--- src/rtl/knn_pkg.sv ---
// Shared defaults, slot layout and FSM state encoding for the streaming kNN top-K selector.
package knn_pkg;

  localparam int unsigned SumLenDef = 10;
  localparam int unsigned LblLenDef = 10;
  localparam int unsigned KNumDef   = 5;

  typedef struct packed {
    logic                 vld;
    logic [SumLenDef-1:0] sum;
    logic [LblLenDef-1:0] lbl;
  } slot_t;

  typedef enum logic [0:0] {
    StIdle,
    StDone
  } state_e;

endpackage

--- src/rtl/topk_cell.sv ---
// One slot of the sorted insertion register: keeps its entry, takes the new beat,
// or takes the upstream entry as the list shifts down.
module topk_cell
  import knn_pkg::*;
#(
  parameter int unsigned SumLen = SumLenDef,
  parameter int unsigned LblLen = LblLenDef
) (
  input  logic              clk_i,
  input  logic              rst_ni,
  input  logic              clear_i,
  input  logic              shift_i,
  input  logic              mode_max_i,
  input  logic [SumLen-1:0] new_sum_i,
  input  logic [LblLen-1:0] new_lbl_i,
  input  logic              up_vld_i,
  input  logic [SumLen-1:0] up_sum_i,
  input  logic [LblLen-1:0] up_lbl_i,
  input  logic              up_better_i,
  output logic              vld_o,
  output logic [SumLen-1:0] sum_o,
  output logic [LblLen-1:0] lbl_o,
  output logic              better_o
);

  typedef struct packed {
    logic              vld;
    logic [SumLen-1:0] sum;
    logic [LblLen-1:0] lbl;
  } cell_slot_t;

  cell_slot_t slot_q, slot_d;

  // A stored entry equal to the new beat stays ahead of it, so earlier beats win ties.
  always_comb begin
    if (!slot_q.vld) begin
      better_o = 1'b0;
    end else if (mode_max_i) begin
      better_o = (slot_q.sum >= new_sum_i);
    end else begin
      better_o = (slot_q.sum <= new_sum_i);
    end
  end

  always_comb begin
    slot_d = slot_q;
    if (clear_i) begin
      slot_d = '0;
    end else if (shift_i && !better_o) begin
      if (up_better_i) begin
        slot_d = '{vld: 1'b1, sum: new_sum_i, lbl: new_lbl_i};
      end else begin
        slot_d = '{vld: up_vld_i, sum: up_sum_i, lbl: up_lbl_i};
      end
    end
  end

  always_ff @(posedge clk_i) begin
    if (!rst_ni) begin
      slot_q <= '0;
    end else begin
      slot_q <= slot_d;
    end
  end

  assign vld_o = slot_q.vld;
  assign sum_o = slot_q.sum;
  assign lbl_o = slot_q.lbl;

endmodule

--- src/rtl/knn_topk_stream.sv ---
// Streaming top-K selector: a chain of KNum insertion cells plus the collect/present FSM.
// Accepts one (sum, label) beat per cycle and presents the sorted K best after the last beat.
module knn_topk_stream
  import knn_pkg::*;
#(
  parameter int unsigned SumLen = SumLenDef,
  parameter int unsigned LblLen = LblLenDef,
  parameter int unsigned KNum   = KNumDef,
  localparam int unsigned CntW  = $clog2(KNum + 1)
) (
  input  logic                         clk_i,
  input  logic                         rst_ni,
  input  logic                         in_valid_i,
  output logic                         in_ready_o,
  input  logic [SumLen-1:0]            in_sum_i,
  input  logic [LblLen-1:0]            in_lbl_i,
  input  logic                         in_last_i,
  input  logic                         mode_max_i,
  output logic                         out_valid_o,
  input  logic                         out_ready_i,
  output logic [KNum-1:0][SumLen-1:0]  out_sum_o,
  output logic [KNum-1:0][LblLen-1:0]  out_lbl_o,
  output logic [CntW-1:0]              out_count_o
);

  state_e            state_q;
  logic [CntW-1:0]   count_q;
  logic              mode_q;
  logic              in_ready_q;
  logic              out_valid_q;

  logic              accept;
  logic              clear;
  logic              mode_eff;

  logic [KNum-1:0]             vld;
  logic [KNum-1:0]             better;
  logic [KNum-1:0][SumLen-1:0] sum;
  logic [KNum-1:0][LblLen-1:0] lbl;

  assign accept = in_valid_i && in_ready_q;
  assign clear  = (state_q == StDone) && out_ready_i;
  // The first beat of a query uses the live mode input; later beats use the latched one.
  assign mode_eff = (count_q == '0) ? mode_max_i : mode_q;

  for (genvar k = 0; k < KNum; k++) begin : g_cell
    logic              up_vld;
    logic [SumLen-1:0] up_sum;
    logic [LblLen-1:0] up_lbl;
    logic              up_better;

    if (k == 0) begin : g_head
      assign up_vld    = 1'b0;
      assign up_sum    = '0;
      assign up_lbl    = '0;
      assign up_better = 1'b1;
    end else begin : g_body
      assign up_vld    = vld[k-1];
      assign up_sum    = sum[k-1];
      assign up_lbl    = lbl[k-1];
      assign up_better = better[k-1];
    end

    topk_cell #(
      .SumLen(SumLen),
      .LblLen(LblLen)
    ) u_cell (
      .clk_i      (clk_i),
      .rst_ni     (rst_ni),
      .clear_i    (clear),
      .shift_i    (accept),
      .mode_max_i (mode_eff),
      .new_sum_i  (in_sum_i),
      .new_lbl_i  (in_lbl_i),
      .up_vld_i   (up_vld),
      .up_sum_i   (up_sum),
      .up_lbl_i   (up_lbl),
      .up_better_i(up_better),
      .vld_o      (vld[k]),
      .sum_o      (sum[k]),
      .lbl_o      (lbl[k]),
      .better_o   (better[k])
    );
  end

  logic unused_better;
  assign unused_better = better[KNum-1];

  always_ff @(posedge clk_i) begin
    if (!rst_ni) begin
      state_q     <= StIdle;
      count_q     <= '0;
      mode_q      <= 1'b0;
      in_ready_q  <= 1'b1;
      out_valid_q <= 1'b0;
    end else begin
      unique case (state_q)
        StIdle: begin
          if (accept) begin
            if (count_q != CntW'(KNum)) begin
              count_q <= count_q + CntW'(1);
            end
            mode_q <= mode_eff;
            if (in_last_i) begin
              state_q     <= StDone;
              in_ready_q  <= 1'b0;
              out_valid_q <= 1'b1;
            end
          end
        end
        StDone: begin
          if (out_ready_i) begin
            state_q     <= StIdle;
            count_q     <= '0;
            mode_q      <= 1'b0;
            in_ready_q  <= 1'b1;
            out_valid_q <= 1'b0;
          end
        end
        default: state_q <= StIdle;
      endcase
    end
  end

  // Empty slots read as the worst possible value for the active mode.
  always_comb begin
    for (int k = 0; k < KNum; k++) begin
      out_sum_o[k] = vld[k] ? sum[k] : (mode_q ? '0 : '1);
      out_lbl_o[k] = vld[k] ? lbl[k] : '0;
    end
  end

  assign in_ready_o  = in_ready_q;
  assign out_valid_o = out_valid_q;
  assign out_count_o = count_q;

endmodule

--- config.mk ---
export PLATFORM = sky130hd
export DESIGN_NAME = knn_topk_stream
export DESIGN_NICKNAME = d
export VERILOG_FILES = /design/src/rtl/knn_pkg.sv /design/src/rtl/topk_cell.sv /design/src/rtl/knn_topk_stream.sv
export SDC_FILE = /design/constraint.sdc
export NUM_CORES = 1
export LEC_CHECK = 0
export ABC_AREA = 1
export CORE_MARGIN = 1.5
export CORE_UTILIZATION = 45
export CTS_BUF_LIST = sky130_fd_sc_hd__clkbuf_8 sky130_fd_sc_hd__clkbuf_16
export CTS_CLUSTER_DIAMETER = 200
export DETAILED_ROUTE_END_ITERATION = 10
export HOLD_SLACK_MARGIN = 0.08
export PLACE_DENSITY = 0.69
export SLEW_MARGIN = 20
export SYNTH_ARGS = -nofsm -noshare
export SYNTH_HDL_FRONTEND = slang
export SYNTH_SLANG_ARGS = --single-unit
--- constraint.sdc ---
create_clock -name clk_i -period 2.6 [get_ports clk_i]
set_input_delay 0.26 -clock clk_i [delete_from_list [all_inputs] [get_ports clk_i]]
set_output_delay 0.26 -clock clk_i [all_outputs]
set_load 0.1 [all_outputs]
==> flow_summary.rst <==
.. list-table::
   :header-rows: 1

   * - Metric
     - Value
   * - Number of nets in the synthesized netlist
     - 1369
   * - I/O pin total
     - approximately 130
   * - Minimum period implied by the final worst setup slack
     - 2280 ps
   * - Max FO, Critical Path
     - 20
   * - Register clock-pin slew on the reported worst setup and hold paths
     - 80 ps
   * - Clock tree from TritonCTS
     - yes
   * - Final core occ
     - 61.0%
   * - Leakage dissipation
     - approximately 5.6 nW
   * - Antenna violations before repair
     - 0
   * - Detailed placer's ending HPWL
     - 16.8 mm
   * - Rel. slew slack
     - 63.1%
   * - Setup repair after global routing missed its margin
     - no
   * - DRC errors left
     - 0
   * - FFs w/ async S/R, synth
     - 0%
   * - Number of synthesis warnings
     - 0
   * - Fraction of final layout cells with drive strength greater than 1
     - between 10% and 20%
   * - Effective utilization at floorplan
     - about 46%
   * - Hold Buf Count CTS
     - 0
   * - DRC marker count from the first detailed-route iteration
     - 436
   * - Fin Setup TNS
     - 0 ps
   * - Routed wire per std cell
     - 13.2 µm
   * - Min-Delay Path Depth
     - 2
   * - First-pass GRT wire length
     - 35.4 mm
   * - Worst Hold Class
     - reg2reg
   * - Pin count of the biggest net entering global routing
     - 45
   * - Placeable core region
     - 16800 µm²
   * - Final weighted congestion in routability-driven placement
     - 0.938
   * - Leading cell type in the layout, fill and taps excluded
     - nand2_1
   * - Worst Path Required
     - approximately 2900 ps
   * - Slew of the pin with the lowest slew margin
     - about 550 ps
   * - Via count of the first global-routing pass
     - around 7.2k
   * - Post-route antenna net violation count
     - 0
   * - Status
     - complete, no violations
   * - Layout-stage area growth over the synthesis result
     - 31.4%
   * - Number of failing hold endpoints at the final stage
     - 0
   * - Site Rows
     - 47
   * - Final global-route overflow total
     - 0
   * - Commonest register cell after synthesis
     - dfxtp_1
   * - Post-synth EDFFs
     - 0
   * - Most used cells in the layout excluding fill and tap cells
     - nand2_1, inv_1, dfxtp_1, nor2_1
   * - Final #Nets
     - 1472
   * - Final instance area
     - slightly above 10000 µm²
   * - Kind of launch point of the worst setup path
     - input port
   * - CTS Root Buffer Type
     - clkbuf_16
   * - Num Clock Sinks
     - 112
   * - Number of endpoints failing setup at the final stage
     - 0
   * - Fillcell total
     - 1588
   * - Buffer count from post-CTS setup fixing
     - 0
   * - Combined area of all synthesized cells
     - 7780 µm²
   * - Via-per-instance ratio
     - 4.94
   * - Overall routing resource usage
     - ~24%
   * - Period utilisation layout
     - 87.9%
   * - Upper clock frequency limit
     - 438 MHz
   * - Register bit total from synthesis
     - 112
   * - CTS-repair resized insts
     - 0
   * - Clock latency at the later pin of the worst-skew pair
     - 360 ps
   * - Synth unique cells
     - 24
   * - Maximum level of the CTS H-tree
     - 3
   * - Worst setup path category
     - in2reg
   * - Power per standard cell area
     - 696 nW/µm²
   * - Startpoint of the worst-slack reg-to-reg timing path
     - out_count_o[0]
   * - Worst clock skew
     - 7.66 ps
   * - Number of search-and-repair iterations in the first detailed-routing pass
     - 6
   * - Worst voltage drop across the vdd grid
     - 0.414 mV
   * - # diodes
     - 0
   * - CP Data Arrival Time
     - approximately 2600 ps
   * - Floorplan die height
     - 134 µm
   * - Die ar.
     - 18100 µm²
   * - Post-synthesis cell count
     - about 1.3k
   * - Vias after detailed routing
     - between 7k and 8k
   * - Worst slack on hold paths
     - roughly 460 ps
   * - Overall die width
     - 134 µm
   * - Placed cell areas
     - 9920 µm²
   * - Max-capacitance violation count
     - 0
   * - Flop2flop setup slack
     - roughly 540 ps
   * - R2R cell count
     - 13
   * - Maximum clock path buffer count
     - 2
   * - Max Slew Vio Count
     - 0
   * - Sort of element at the end of the critical path
     - register
   * - Number of buffers created by CTS
     - 9
   * - Capture endpoint of the worst hold path
     - out_valid_o
   * - Startpoint of the lowest-slack hold path
     - out_valid_o
   * - Port Buffer Count
     - 130
   * - Routed wire length
     - approximately 21 mm
   * - End of the worst register-to-register path
     - g_cell[1].u_cell.lbl_o[0]
   * - Sequential share of the synthesized area
     - 28.8%
   * - Mapped Avg Cell Area
     - 6.03 µm²
-- state kept, by name, indices dropped and copies added, names as in the netlist --
signal               cells
mode_q                   1
g_cell.u_cell.vld_o      5
state_q                  1
out_count_o              3
g_cell.u_cell.sum_o     50
in_ready_o               1
out_valid_o              1
g_cell.u_cell.lbl_o     50
-- routing by layer --
layer	GRT usage (%)	routed length [µm]	up-vias
li1	-	-	4240
met1	32.0	9940	3508
met2	40.8	9990	229
met3	3.87	1110	21
met4	5.38	259	0
met5	0	0	-
-- logic make-up after synthesis --
logic type	after synthesis	share of synthesized area, %
buffers and inverters	331	16.9
AOI/OAI and AO/OA	157	10.4
and+or+nand+nor	637	35.3
DFF	112	28.8
adders and majority gates	53	8.52
-- cell type report --
class | instances | area [µm²] | area share, %
well taps | 220 | 275 | 2.69
clock inverters | 6 | 67.6 | 0.661
flip-flops and latches | 112 | 2240 | 21.9
repair buffers | 166 | 2210 | 21.6
clock buffers | 10 | 239 | 2.34
multi-input cells | 847 | 4220 | 41.3
inverters | 257 | 965 | 9.44
-- how the worst max path moves through the flow --
stage	to	from
2_1_floorplan	out_sum_o[10]	g_cell[1].u_cell.vld_o
3_3_place_gp	g_cell[1].u_cell.lbl_o[4]	in_sum_i[8]
3_5_place_dp	g_cell[3].u_cell.lbl_o[9]	in_sum_i[9]
4_1_cts	g_cell[1].u_cell.lbl_o[0]	in_sum_i[5]
5_1_grt	g_cell[1].u_cell.lbl_o[0]	in_sum_i[8]
6_report	g_cell[3].u_cell.lbl_o[9]	in_sum_i[9]
-- through the flow --
stage               total power [W]  instances  setup WS [ps]
floorplan                   0.00456       1290           -422
global placement            0.00565       1602           26.7
detailed placement          0.00570       1602          -31.5
CTS                         0.00715       1618            348
global route                0.00750       1618           53.1
finish                      0.00712       1618            315
-- critical path, stage by stage --
cell	delay [ps]
clkdlybuf4s50_1	490
inv_1	160
ha_1	350
nand2_1	100
nor2_2	190
nand3_1	120
nand3_1	110
nand3_2	80
nand3_2	100
nand2_2	70
inv_2	260
nand3_1	140
nand2_1	90
inv_1	30
-- power breakdown --
part / switching (W) / internal (W) / total, W
Clock: 0.000668 / 0.000780 / 0.00145
Combinational: 0.00248 / 0.00113 / 0.00360
Sequential: 0.000150 / 0.00191 / 0.00206
Total: 0.00329 / 0.00382 / 0.00712
-- synth_stat cells, types with 2 or more instances --
master / count / area share, %
buf_6: 2 / 0.29
nor2_1: 103 / 5.0
buf_4: 5 / 0.48
nand3_1: 83 / 5.3
nand2_2: 4 / 0.32
a21oi_1: 82 / 5.3
inv_2: 11 / 0.53
dfxtp_1: 112 / 29
o21ai_0: 45 / 2.9
ha_1: 53 / 8.5
nor2_2: 2 / 0.16
buf_1: 7 / 0.34
nand3_2: 5 / 0.64
inv_1: 246 / 12
clkbuf_1: 30 / 1.4
a21o_1: 2 / 0.19
o21bai_1: 2 / 0.19
nand4_1: 83 / 6.7
nand2_1: 357 / 17
o21ai_1: 23 / 1.5
buf_2: 30 / 1.9
No activity file was read; power rests on OpenSTA's default activity.
==> RTL change, RTL diff (config.mk and constraints unchanged) <==
`SumLenDef`: 10 -> 11.
--- a/src/rtl/knn_pkg.sv
+++ b/src/rtl/knn_pkg.sv
@@ -3,3 +3,3 @@
 
-  localparam int unsigned SumLenDef = 10;
+  localparam int unsigned SumLenDef = 11;
   localparam int unsigned LblLenDef = 10;
Interface: changed (resized in_sum_i and out_sum_o); port bits go from 131 to 137. The function was not compared with the original's and may differ.
==> RTL change against the original RTL <==
  * Routed wire length grew 12%
  * Sequential power grew 5%
  * Highest routed layer unchanged
  * Global-route usage grew 0.93 points
  * Critical path depth shrank 10
  * Count of clock-buffer cells in the layout grew 11
  * Non-clock buffer count grew 10
  * Final area grew 9.9%
  * Synthesized area grew 6.3%
  * Combinational power grew 9.7%
  * Setup slack lost 14 ps
  * Power grew 22%
  * Fmax shrank 0.61%
  * Sequential cell count grew 5
==> RTL change: results (changes against the original RTL) <==
{| class="wikitable"
! Metric !! Value
|-
| Result of the run || complete, no violations
|-
| Worst hold slack || 442 ps (-21.5 ps)
|-
| Min-Delay Endpoint || in_ready_o$_SDFFE_PN1P_
|-
| Port Buf Inserts || 136 (+4.6%)
|-
| Setup slack on the worst flop-to-flop path || 440 ps (-100 ps)
|-
| Fraction of the yosys area taken by sequential cells || 28.3% (-0.49 points)
|-
| Global-route usage over all layers || 24.9% (+0.93 points)
|-
| Iteration-0 DRC Markers || 619 (+42%)
|-
| Worst slack, placed || -44.1 ps (-12.6 ps)
|-
| 1st-pass router iterations || 5 (-1)
|-
| Yosys cell types || 26 (+8.3%)
|-
| Total met3 wirelength after detailed routing || 1.63 mm (+46%)
|-
| Antenna violations before repair || 0 (unchanged)
|-
| Cts bufs inserted || 17 (+8)
|-
| Aggregate routed wire length || 23.8 mm (+12%)
|-
| Final antenna diode count || 0 (unchanged)
|-
| Number of post-CTS setup repair buffers || 0 (unchanged)
|-
| Proportion of register bits with asynchronous set or reset after synthesis || 0% (unchanged)
|-
| Pin count of the biggest net entering global routing || 77 (+71%)
|-
| Post-route met1 wirelength || 10.8 mm (+9.1%)
|-
| Transition at the pin with the smallest max-transition slack || 604 ps (+55.8 ps)
|-
| Net count of the mapped netlist || 1448 (+5.8%)
|-
| Hpwl dp || 18.2 mm (+8.7%)
|-
| End of the worst register-to-register path || g_cell[2].u_cell.sum_o[9]$_SDFFE_PP0P_
|-
| Global-route wire length before repair || 39.2 mm (+10%)
|-
| Clock input transition at the sequential cells of the worst setup and hold paths || 50 ps (-30 ps)
|-
| Hold Crit Class || input port to flop
|-
| Hold Path Depth || 4 (+2)
|-
| Post-route worst setup slack || 301 ps (-13.9 ps)
|-
| Via count of the first global-routing pass || 8038 (+11%)
|-
| Worst setup path start || g_cell[4].u_cell.vld_o$_SDFFE_PP0P_
|-
| Crit-path max FO || 13 (-35%)
|-
| Clock H-tree levels || 4 (+1)
|-
| Power density over the cells || 771 nW/um2 (+11%)
|-
| Highest ir drop seen on vdd || 0.531 mV (+28%)
|-
| Slew Limit Fails || 0 (unchanged)
|-
| Routability congestion estimate || 0.880 (-6.1%)
|-
| Clock network latency to the later pin of the worst-skew pair || 430 ps (+70 ps)
|-
| Fillcell total || 1658 (+4.4%)
|-
| Worst min-delay path startpoint || in_last_i
|-
| Most area-consuming cells after synthesis || dfxtp_1, nand2_1, inv_1
|-
| Resize count post-CTS || 0 (unchanged)
|-
| Leading post-synthesis cells by instance count || nand2_1, inv_1, nand3_1, dfxtp_1, a21oi_1
|-
| Final net count || 1563 (+6.2%)
|-
| Uppermost layer routed || met4
|-
| Leak Pwr || 6.01 nW (+8.0%)
|-
| Via count of the routed design || 8678 (+8.5%)
|-
| Met2 wire length || 10.9 mm (+8.9%)
|-
| Worst clock skew || 8.57 ps (+0.908 ps)
|-
| Share of post-route cells with drive strength above 1 || 13.6% (+0.76 points)
|-
| Instance area at placement || 10600 um2 (+6.9%)
|}
RTL change: cell count changes after synthesis, sizes merged, moves of 6 or more:
cell / change
nand2: -9
nor2: -32
a21oi: +26
nand4: -9
inv: +30
nand3: +46
clkbuf: +11
o21ai: +6
RTL change: area by class of cell:
| class | instances | area share (%) |
|---|---|---|
| clock inverter | 9 | 1.34 |
| tap | 229 | 2.55 |
| multi-input combinational | 879 | 39.8 |
| inverter | 287 | 9.59 |
| sequential | 117 | 20.9 |
| timing repair buffer | 176 | 21.6 |
| clock buffer | 21 | 4.28 |
RTL change: layer usage:
layer	global-route usage [%]	vias up
met5	0	-
met4	8.48	0
met3	4.83	42
met2	40.6	265
met1	33.1	3843
li1	-	4528
RTL change: report_power, final:
part	total, mW	internal (mW)	switching, mW
clock	2.54	1.69	0.854
sequential	2.16	2.00	0.161
combinational	3.95	1.26	2.69
total	8.66	4.95	3.71
RTL change: kinds of logic after synthesis:
kind of cell	Yosys count	synth area share (%)
AOI/OAI and AO/OA	186	11.5
adders and majority gates	58	8.78
buffers and inverters	367	17.6
DFF	117	28.3
and+or+nand+nor	635	33.8
RTL change: worst max path at each step:
stage                     cells after the start  slack [ps]                                endpoint
after floorplan                               4        -570                           out_sum_o[11]
after global placement                       16          20  g_cell[2].u_cell.lbl_o[2]$_SDFFE_PP0P_
after detailed placement                     16         -40  g_cell[2].u_cell.lbl_o[2]$_SDFFE_PP0P_
after CTS                                     4         260                           out_sum_o[51]
after global routing                          4         110                           out_sum_o[44]
final                                         4         300                           out_sum_o[51]
RTL change: stage by stage:
step | std cells | TNS [ps]
3_5_place_dp | 1688 | -347
4_1_cts | 1718 | 0
2_1_floorplan | 1363 | -15770
6_report | 1718 | 0
3_3_place_gp | 1688 | 0
5_1_grt | 1718 | 0
RTL change: critical path, stage by stage, from the launching register on:
cell	delay, ps
dfxtp_1	570
inv_1	310
nand2_1	340
o21ai_1	190
buf_12	200
